[src/rtl/uibi_arbiter.sv]
// uibi_arbiter: round-robin arbiter and slave decoder for the UIBI internal bus
module uibi_arbiter #(
  parameter int XLEN        = 32,
  parameter int SLAVE_WIDTH = 4,
  parameter int N_MASTER    = 4,
  parameter int N_SLAVE     = 8,
  parameter int TIMEOUT     = 255
) (
  input  logic                               clk,
  input  logic                               rst,
  input  logic [N_MASTER*XLEN-1:0]           m_dat_i,
  input  logic [N_MASTER*(XLEN-SLAVE_WIDTH)-1:0] m_addr,
  input  logic [N_MASTER*SLAVE_WIDTH-1:0]    m_num,
  input  logic [N_MASTER-1:0]                m_req,
  input  logic [N_MASTER-1:0]                m_wen,
  input  logic [N_MASTER*3-1:0]              m_mode,
  output logic [XLEN-1:0]                    m_dat_o,
  output logic [N_MASTER-1:0]                m_ready,
  output logic [XLEN-1:0]                    s_dat_o,
  output logic [XLEN-SLAVE_WIDTH-1:0]        s_addr,
  output logic                               s_wen,
  output logic [2:0]                         s_mode,
  output logic [N_SLAVE-1:0]                 s_req,
  input  logic [N_SLAVE*XLEN-1:0]            s_dat_i,
  input  logic [N_SLAVE-1:0]                 s_ready,
  output logic                               err_nodev,
  output logic                               err_timeout
);
  localparam int AW = XLEN - SLAVE_WIDTH;
  localparam int GW = $clog2(N_MASTER);
  typedef enum logic {IDLE, BUSY} state_t;
  state_t                 state_q, state_d;
  logic [GW-1:0]          grant_q, grant_d, last_q, last_d;
  logic [SLAVE_WIDTH-1:0] tgt_q, tgt_d;
  logic [15:0]            cnt_q, cnt_d;
  logic [GW-1:0]          hi, lo, pick;
  logic                   hi_v;
  logic [SLAVE_WIDTH-1:0] num_pick;
  logic [XLEN-1:0]        g_dat, sel_dat;
  logic [AW-1:0]          g_addr;
  logic                   g_wen;
  logic [2:0]             g_mode;
  logic                   tgt_ok, sel_rdy;
  logic                   busy, hit, tmo, nodev, done;
  always_comb begin
    hi_v = 1'b0;
    hi   = '0;
    lo   = '0;
    for (int j = N_MASTER - 1; j >= 0; j--) begin
      if (m_req[j] && GW'(j) > last_q) begin
        hi_v = 1'b1;
        hi   = GW'(j);
      end
      if (m_req[j] && GW'(j) <= last_q) lo = GW'(j);
    end
    pick = hi_v ? hi : lo;
  end
  always_comb begin
    num_pick = '0;
    g_dat    = '0;
    g_addr   = '0;
    g_wen    = 1'b0;
    g_mode   = '0;
    for (int k = 0; k < N_MASTER; k++) begin
      if (pick == GW'(k)) num_pick = m_num[k*SLAVE_WIDTH +: SLAVE_WIDTH];
      if (grant_q == GW'(k)) begin
        g_dat  = m_dat_i[k*XLEN +: XLEN];
        g_addr = m_addr[k*AW +: AW];
        g_wen  = m_wen[k];
        g_mode = m_mode[k*3 +: 3];
      end
    end
  end
  always_comb begin
    tgt_ok  = 1'b0;
    sel_rdy = 1'b0;
    sel_dat = '0;
    for (int s = 0; s < N_SLAVE; s++) begin
      if (tgt_q == SLAVE_WIDTH'(s)) begin
        tgt_ok  = 1'b1;
        sel_rdy = s_ready[s];
        sel_dat = s_dat_i[s*XLEN +: XLEN];
      end
    end
  end
  always_comb begin
    busy  = state_q == BUSY;
    hit   = busy && tgt_ok && sel_rdy;
    tmo   = busy && tgt_ok && !sel_rdy && cnt_q == 16'(TIMEOUT);
    nodev = busy && !tgt_ok;
    done  = hit || tmo || nodev;
  end
  always_ff @(posedge clk or posedge rst) begin
    if (rst) begin
      state_q <= IDLE;
      grant_q <= '0;
      last_q  <= GW'(N_MASTER - 1);
      tgt_q   <= '0;
      cnt_q   <= '0;
    end else begin
      state_q <= state_d;
      grant_q <= grant_d;
      last_q  <= last_d;
      tgt_q   <= tgt_d;
      cnt_q   <= cnt_d;
    end
  end
  always_comb begin
    state_d = state_q;
    grant_d = grant_q;
    last_d  = last_q;
    tgt_d   = tgt_q;
    cnt_d   = cnt_q;
    if (!busy && |m_req) begin
      state_d = BUSY;
      grant_d = pick;
      tgt_d   = num_pick;
      cnt_d   = '0;
    end else if (done) begin
      state_d = IDLE;
      last_d  = grant_q;
    end else if (busy) begin
      cnt_d = &cnt_q ? cnt_q : cnt_q + 16'd1;
    end
  end
  always_comb begin
    s_dat_o     = busy ? g_dat : '0;
    s_addr      = busy ? g_addr : '0;
    s_wen       = busy && g_wen;
    s_mode      = busy ? g_mode : '0;
    m_dat_o     = hit ? sel_dat : '0;
    err_nodev   = nodev;
    err_timeout = tmo;
    for (int s = 0; s < N_SLAVE; s++) s_req[s] = busy && !tmo && tgt_q == SLAVE_WIDTH'(s);
    for (int k = 0; k < N_MASTER; k++) m_ready[k] = done && grant_q == GW'(k);
  end
endmodule

[config.mk]
export PLATFORM = sky130hd
export DESIGN_NAME = uibi_arbiter
export DESIGN_NICKNAME = d
export VERILOG_FILES = /design/src/rtl/uibi_arbiter.sv
export SDC_FILE = /design/constraint.sdc
export NUM_CORES = 1
export LEC_CHECK = 0
export BUFFER_PORTS_ARGS = -buffer_cell sky130_fd_sc_hd__buf_2
export CORE_AREA = 2 2 254 256
export DETAILED_ROUTE_END_ITERATION = 6
export DIE_AREA = 0 0 256 258
export MAX_ROUTING_LAYER = met4
export PLACE_DENSITY = 0.34
export SLEW_MARGIN = 20
export SYNTH_ARGS = -nofsm -noshare
export SYNTH_HDL_FRONTEND = slang
export SYNTH_SLANG_ARGS = --single-unit
[constraint.sdc]
create_clock -name clk -period 6.8 [get_ports clk]
set_input_delay 1.36 -clock clk [delete_from_list [all_inputs] [get_ports clk]]
set_output_delay 1.36 -clock clk [all_outputs]
set_load 0.02 [all_outputs]
==> results of run 1 <==
## stage by stage
| stage | power (mW) | worst slack [ps] |
|---|---|---|
| global placement | 3.41 | 1740 |
| global route | 3.73 | 1850 |
| CTS | 3.57 | 1940 |
| floorplan | 2.25 | 2470 |
| finish | 3.49 | 2030 |
| detailed placement | 3.40 | 1950 |
## power groups by stage
stage,clock network (mW),registers [mW],logic (mW)
floorplan,0,0.208,2.05
global placement,0,0.407,3.01
detailed placement,0,0.410,2.99
CTS,0.156,0.405,3.01
global route,0.160,0.420,3.15
finish,0.148,0.391,2.95
## cell type report
class | instances | area [µm²]
diodes | 9 | 22.5
clock buffers | 3 | 75.1
clock inverters | 1 | 8.76
fillers | 7379 | 53600
inverters | 26 | 97.6
multi-input cells | 508 | 4750
flip-flops and latches | 25 | 646
well taps | 855 | 1070
repair buffers | 667 | 3390
## layer usage
metal	vias up	routed length, µm	share of wire	track usage
met2	432	23200	0.52	0.231
met3	31	3000	0.067	0.0272
met4	0	1050	0.023	0.0382
met5	-	0	0	-
li1	3687	-	-	-
met1	4078	17700	0.39	0.149
## cells by family (layout without fill, tap and decap cells)
kind of cell | Yosys count | in the layout | synth area share
simple gates | 232 | 232 | 0.211
compound gates | 141 | 141 | 0.171
mux | 134 | 134 | 0.440
buf+inv | 93 | 697 | 0.0671
flops | 25 | 25 | 0.109
fa+ha+maj | 1 | 1 | 0.00217
other cells | 0 | 9 | 0
## registers in the layout (all words and copies together) (netlist names)
| signal | cells |
|---|---|
| cnt_q | 16 |
| busy | 1 |
| grant_q | 2 |
| last_q | 2 |
| tgt_q | 4 |
## path summary, 6_finish.rpt
path | to | slack (ps) | depth (start not counted)
worst max-delay path | m_ready[2] | 2030 | 8
worst min-delay path | cnt_q[4] | 530 | 1
worst max register to register | last_q[1] | 3620 | 6
worst min register to register | cnt_q[4] | 530 | 1
max in group asynchronous | tgt_q[1] | 5140 | 2
min in group asynchronous | grant_q[1] | 1170 | 2
## placed cells by master (no fill, tap or decap), drive strengths merged, types with 10 or more instances in the layout
master  instances
buf           667
mux4           95
nor2           69
and2           68
mux2i          36
a21oi          33
nand2          31
inv            27
dfrtp          23
o22ai          22
a222oi         18
o21ai          17
nor2b          10
a211oi         10
==> out/metrics.csv, run 1 <==
metric,value,unit
Setup Viol. Count Final,0,
Post-Syn Nets,1169,
vias in the first global route,8345,
Worst Skew,9.93,ps
Hold WS,528,ps
Clock Pin Slew Worst Setup and Hold Paths,80,ps
most frequent cell after synthesis,mux4_2,
Post-CTS Setup Inserts,0,
drt wl/cell,21.5,µm
crit path DAT,3410,ps
crit-path max cell delay,620,ps
Via Count,8228,
fraction of layout cells with a size suffix above 1,0.641,
synthesis-stage register bit count,25,
Syn Std Cell Area,5760,µm²
cell area after layout,10100,µm²
H-Tree Depth,1,
DR vias/cell,3.93,
top post-synthesis cells by area,"mux4_2 (37%), dfrtp_1 (10%), and2_1 (7.3%), mux2i_1 (6.3%), nor2_1 (4.5%)",
total clock sinks,25,
drt first-iter violations,655,
initial core utilization,0.0905,
combinational power share,0.845,
die area,66000,µm²
"Slowest-stage cell, CP",a32oi_2,
Post-synth EDFFs,0,
failing checks,DRC,
worst-skew pair later-pin latency,280,ps
area growth from synthesis to layout,74.6,%
grt total ovfl,0,
placed insts,2081,
maximum vdd drop,0.119,mV
initial antenna violation count,14,
Psw,1.98,mW
crit path from,s_ready[0],
switching share of power,0.569,
cts bufs inserted,3,
Post-CTS Hold Fix Bufs,0,
critical path cell sequence,"buf_2, nor3_1, a21oi_1, a32oi_2, o21ai_2, o21ai_1, nor3b_1, buf_2",
clk buf depth,2,
Ports,652,
CP required,5440,ps
RSZ-0062 raised after global routing,no,
Final HPWL DP,38700,µm
f_max,209,MHz
Hold Path Class,flip-flop to flip-flop,
commonest cells in the netlist,"mux4_2 (95), nor2_1 (69), and2_1 (67)",
pin count of the biggest net entering global routing,51,
Post-route DRC,36,
WL final,45000,µm
final hold vios,0,
crit-path most repeated cell,buf_2,
"Slew Viols, Final",0,
Routability Congestion,0.953,
core area,63600,µm²
"area leader, netlist",mux4_2,
CTS resizes,0,
post-synthesis cell type count,51,
CP bufs+invs,2,
crit path kind,input pin to primary output,
worst hold start,cnt_q[4],
fin util,0.158,
num rows,93,
Post-Syn Instances,626,
Mapped Avg Cell Area,9.20,µm²
Leak,4.67,nW
slew margin rel.,0.334,
Top delay family on crit path,compound AO/OA/AOI/OAI gates,
"Top FF cell, synth",dfrtp_1,
Power Internal,1.50,mW
DRT Pass-1 Iters,7,
Flop pwr share,0.112,
top cell type's share of synthesized area,0.371,
Final ANT Viol Nets,0,
"Max FO, Critical Path",6,
status,finished with violations,
crit path launch type,input pin,
asr flop ratio synth,1.00,
fin crit share,0.702,
nets,1774,
setup TNS,0,ps
PD cells,347,nW/µm²
max cap viols,0,
Clk network pwr share,0.042,
Critical R2R Launch,tgt_q[0],
Die Width,256,µm
first-pass GRT wire length,61500,µm
final worst path period need,4770,ps
Total GRT Usage,0.131,
Worst setup EP type,primary output,
"non-filler cells, final",2094,
DP Area,9950,µm²
Die Ht,258,µm
sequential fraction of the synthesis area,0.109,
CTS root buffer,clkbuf_16,
YS warnings,0,
IO buf count,651,
Worst Tran Pin Value,999,ps
CTS tree,built,
Note: power is estimated with default switching activity, not from simulation.
==> run 2, diff against run 1 <==
--- a/config.mk
+++ b/config.mk
@@ -6,11 +6,11 @@
 export NUM_CORES = 1
 export LEC_CHECK = 0
 export BUFFER_PORTS_ARGS = -buffer_cell sky130_fd_sc_hd__buf_2
-export CORE_AREA = 2 2 254 256
+export CORE_AREA = 2 2 253 255
 export DETAILED_ROUTE_END_ITERATION = 6
-export DIE_AREA = 0 0 256 258
+export DIE_AREA = 0 0 255 257
 export MAX_ROUTING_LAYER = met4
-export PLACE_DENSITY = 0.34
+export PLACE_DENSITY = 0.35
 export SLEW_MARGIN = 20
 export SYNTH_ARGS = -nofsm -noshare
 export SYNTH_HDL_FRONTEND = slang
==> constraint.sdc (replaced) <==
create_clock -name clk -period 3.9 [get_ports clk]
set_input_delay 0.78 -clock clk [delete_from_list [all_inputs] [get_ports clk]]
set_output_delay 0.78 -clock clk [all_outputs]
set_load 0.02 [all_outputs]
==> run 2 against run 1 <==
Effect of this change:
- the run now ends clean
- sequential share of layout area down 0.17 points
- register-to-register slack worse by 2100 ps
- final cell count up 1.2%
- critical path type is now flip-flop to primary output
- highest routed layer unchanged
==> out/metrics.csv, run 2 (synthesis results as in run 1) <==
metric,value,unit
worst-skew pair later-pin latency,270,ps
Top delay family on crit path,compound AO/OA/AOI/OAI gates,
status,finished clean,
final hold vios,0,
area occupied by multi-input gates,4750,µm²
CTS root buffer,clkbuf_16,
area growth from synthesis to layout,78.6,%
Total GRT Usage,0.131,
max cap viols,0,
first-pass GRT wire length,59800,µm
die area,65500,µm²
DRT Pass-1 Iters,7,
max reg flops,16,
initial core utilization,0.0918,
Via Count,8203,
cts bufs inserted,3,
Post-route DRC,0,
grt total ovfl,0,
Die Ht,257,µm
CTS resizes,0,
DR vias/cell,3.87,
crit-path most repeated cell,buf_4,
Leak,4.81,nW
critical path cell sequence,"nand2b_1, a21oi_1, a32oi_2, o211ai_1, buf_4, o21ai_0, buf_4, nor4b_1, buf_2",
CP required,3120,ps
Worst setup EP type,primary output,
Hold Path Class,flip-flop to flip-flop,
setup TNS,0,ps
fin util,0.164,
CP bufs+invs,3,
RSZ-0062 raised after global routing,no,
# fillers,7161,
H-Tree Depth,1,
total clock sinks,25,
clk buf depth,2,
Final HPWL DP,39500,µm
f_max,271,MHz
"Max FO, Critical Path",17,
IO buf count,651,
most frequent cells in the layout,"buf_2 (651), mux4_2 (95), nor2_1 (68)",
Post-CTS Hold Fix Bufs,0,
Post-CTS Setup Inserts,0,
slew margin rel.,0.519,
Worst Skew,6.16,ps
largest registers,"cnt_q: 16 flops, tgt_q: 4 flops",
num rows,92,
"Slew Viols, Final",0,
fraction of layout cells with a size suffix above 1,0.649,
Clock Pin Slew Worst Setup and Hold Paths,70,ps
Setup Viol. Count Final,0,
Routability Congestion,0.908,
crit path launch type,flip-flop,
Die Width,255,µm
pin count of the biggest net entering global routing,52,
core area,62700,µm²
fin crit share,0.947,
Ports,652,
Final ANT Viol Nets,0,
maximum vdd drop,0.196,mV
nets,1802,
final worst path period need,3690,ps
crit-path max cell delay,580,ps
flip-flop and latch area,643,µm²
"reg-to-reg slack, setup",1510,ps
crit path DAT,2910,ps
WL final,44900,µm
"Most flops, register",cnt_q,
"commonest non-fill, non-tap cell in the layout",buf_2,
initial antenna violation count,19,
vias in the first global route,8441,
"Slowest-stage cell, CP",dfrtp_2,
CTS tree,built,
drt first-iter violations,422,
drt wl/cell,21.2,µm
Worst Tran Pin Value,722,ps
PD cells,597,nW/µm²
crit path kind,flip-flop to primary output,
-- run 2: final timing paths --
path,end,from,cells past startpoint
worst max-delay path,s_req[5],tgt_q[1],9
worst min-delay path,cnt_q[4],cnt_q[4],1
worst max register to register,cnt_q[12],tgt_q[1],7
worst min register to register,cnt_q[4],cnt_q[4],1
max in group asynchronous,tgt_q[0],rst,3
min in group asynchronous,cnt_q[14],rst,2
-- run 2: cell type report --
class                      instances  area share
antenna                           16     0.00389
clock buffer                       3     0.00730
clock inverter                     1    0.000730
inverter                          26     0.00949
multi-input combinational        508       0.462
sequential                        25      0.0625
tap                              846       0.103
timing repair buffer             695       0.351
-- run 2: stage by stage --
step | setup WS [ps] | area, µm² | std cells | power, mW | hold slack [ps]
after global routing | 12.2 | 10300 | 2120 | 6.67 | 540
after floorplan | 734 | 5760 | 626 | 3.93 | 470
after detailed placement | 337 | 10200 | 2100 | 6.02 | 504
final | 208 | 10300 | 2120 | 6.14 | 521
after CTS | 140 | 10200 | 2104 | 6.29 | 518
after global placement | 365 | 10200 | 2100 | 6.04 | 505
-- run 2: worst register-to-register path, stage by stage (launching register included) --
cell	delay, ps
dfrtp_2	650
nand2b_1	180
a21oi_1	170
a32oi_2	340
o21ai_2	110
buf_4	230
or4_1	490
a21oi_1	150
-- run 2: metal layers --
layer / vias to the layer above / wire length (µm) / GRT usage
li1: 3762 / - / -
met1: 3942 / 17300 / 0.142
met2: 448 / 22600 / 0.229
met3: 51 / 3370 / 0.0321
met4: 0 / 1650 / 0.0504
met5: - / 0 / -
-- run 2: power by group --
| group | switching (mW) | leakage [nW] | internal [mW] | total [mW] |
|---|---|---|---|---|
| registers | 0.248 | 0.319 | 0.338 | 0.585 |
| clock network | 0.104 | 0.0372 | 0.140 | 0.244 |
| logic | 3.02 | 4.45 | 2.30 | 5.32 |
| total | 3.37 | 4.81 | 2.78 | 6.14 |
==> run 3, diff against run 2 <==
==> constraint.sdc (replaced) <==
create_clock -name clk -period 3.1 [get_ports clk]
set_input_delay 0.62 -clock clk [delete_from_list [all_inputs] [get_ports clk]]
set_output_delay 0.62 -clock clk [all_outputs]
set_load 0.02 [all_outputs]
==> run 3 against run 2 <==
Effect of this change:
- via count is 3.3% higher
- hold slack got worse by 47 ps
- critical path depth grew 3
- worst setup slack worse by 150 ps
==> out/metrics.csv, run 3 (synthesis results as in run 1) <==
metric,value,unit
worst-skew pair later-pin latency,270,ps
Critical R2R Launch,tgt_q[0],
total clock sinks,25,
DR vias/cell,3.92,
crit path launch type,flip-flop,
Hold WS,474,ps
final hold vios,0,
Die Ht,257,µm
area growth from synthesis to layout,90.7,%
Psw,4.53,mW
Clock Pin Slew Worst Setup and Hold Paths,70,ps
Hold Path Class,input pin to asynchronous set/reset pin,
PD cells,788,nW/µm²
Worst Skew,3.81,ps
crit path kind,flip-flop to primary output,
"Most flops, register",cnt_q,
Setup Viol. Count Final,0,
Leak,5.12,nW
grt total ovfl,0,
H-Tree Depth,1,
status,finished clean,
"Max FO, Critical Path",7,
drt wl/cell,21.7,µm
Design Power,8.65,mW
f_max,329,MHz
pin count of the biggest net entering global routing,44,
Via Count,8475,
Routability Congestion,0.929,
setup TNS,0,ps
fraction of layout cells with a size suffix above 1,0.677,
cells on worst reg2reg path,9,
final worst path period need,3040,ps
slew margin rel.,0.506,
first-pass GRT wire length,61600,µm
Clk network pwr share,0.036,
worst slack at placement,46.6,ps
Flop pwr share,0.079,
Die Width,255,µm
Final ANT Viol Nets,0,
maximum vdd drop,0.222,mV
Final HPWL DP,39700,µm
max cap viols,0,
DP Area,10300,µm²
fin util,0.175,
flip-flop and latch area,644,µm²
die area,65500,µm²
Post-route DRC,0,
"commonest non-fill, non-tap cell in the layout",buf_2,
combinational power share,0.885,
worst flop-to-flop path endpoint,cnt_q[13],
crit path DAT,2420,ps
"Slowest-stage cell, CP",dfrtp_2,
CTS root buffer,clkbuf_16,
Total GRT Usage,0.134,
# fillers,7157,
CP bufs+invs,6,
cts bufs inserted,3,
most frequent cells in the layout,"buf_2 (641), mux4_2 (95), buf_4 (73)",
IO buf count,651,
initial core utilization,0.0918,
crit-path most repeated cell,buf_4,
area occupied by multi-input gates,4870,µm²
max reg flops,16,
Worst Tran Pin Value,740,ps
crit-path max cell delay,450,ps
Worst setup EP type,primary output,
fin crit share,0.980,
WL final,46900,µm
critical path cell sequence,"buf_4, nand2b_1, o32ai_2, a32oi_2, buf_4, o21ai_1, nand2_1, buf_12, buf_4, buf_4, nor2_1, buf_4",
core area,62700,µm²
drt first-iter violations,577,
"non-filler cells, final",2160,
RSZ-0062 raised after global routing,yes,
largest registers,"cnt_q: 16 flops, tgt_q: 4 flops",
num rows,92,
CTS tree,built,
Top delay family on crit path,buffers and inverters,
"reg-to-reg slack, setup",800,ps
CP required,2480,ps
DRT Pass-1 Iters,5,
"Slew Viols, Final",0,
switching share of power,0.524,
initial antenna violation count,22,
cell area after layout,11000,µm²
clk buf depth,2,
vias in the first global route,8749,
Ports,652,
placed insts,2106,
nets,1844,
worst setup margin,62.1,ps
Power Internal,4.12,mW
run 3: layout make-up:
| cell class | count | share of cell area |
|---|---|---|
| Multi-Input combinational cell | 508 | 0.444 |
| Antenna cell | 14 | 0.00319 |
| Inverter | 26 | 0.00888 |
| Clock buffer | 3 | 0.00683 |
| Sequential cell | 25 | 0.0587 |
| Tap cell | 846 | 0.0964 |
| Timing Repair Buffer | 737 | 0.382 |
| Clock inverter | 1 | 0.000683 |
run 3: routing by layer:
metal	global-route usage	routed length, µm	up-vias
met4	0.0299	907	0
met3	0.0234	2670	42
li1	-	-	3847
met2	0.239	24000	426
met5	-	0	-
met1	0.156	19300	4160
run 3: what timing repair did:
| item | CTS | global route |
|---|---|---|
| hold buffers | 0 | 0 |
| setup endpoints to repair | 9 | 28 |
| buffers inserted | 7 | 25 |
| cloned | 1 | 4 |
| gates resized for setup | 15 | 46 |
| pin swaps | 2 | 6 |
run 3: worst max path at each step:
stage / start / endpoint / slack (ps) / depth (start not counted)
detailed placement: s_ready[1] / m_dat_o[16] / 50 / 11
global placement: s_ready[1] / m_dat_o[16] / 10 / 11
floorplan: s_ready[3] / s_req[5] / 250 / 6
finish: tgt_q[1] / m_dat_o[25] / 60 / 12
global route: tgt_q[1] / m_dat_o[30] / -70 / 12
CTS: tgt_q[0] / m_dat_o[16] / -40 / 11
run 3: power by group through the flow:
stage | sequential (mW) | combinational (mW) | clock [mW]
2_1_floorplan | 0.455 | 4.49 | 0
3_3_place_gp | 0.745 | 6.95 | 0
3_5_place_dp | 0.743 | 6.92 | 0
4_1_cts | 0.707 | 7.25 | 0.321
5_1_grt | 0.724 | 8.24 | 0.334
6_report | 0.686 | 7.66 | 0.309
run 3: worst register-to-register path, delay by kind of cell, from the launching register on:
kind                   cells  cell delay [ps]
AND/OR/NAND/NOR            2              680
buffers and inverters      3              530
flip-flops                 1              490
AO/OA/AOI/OAI              4              520
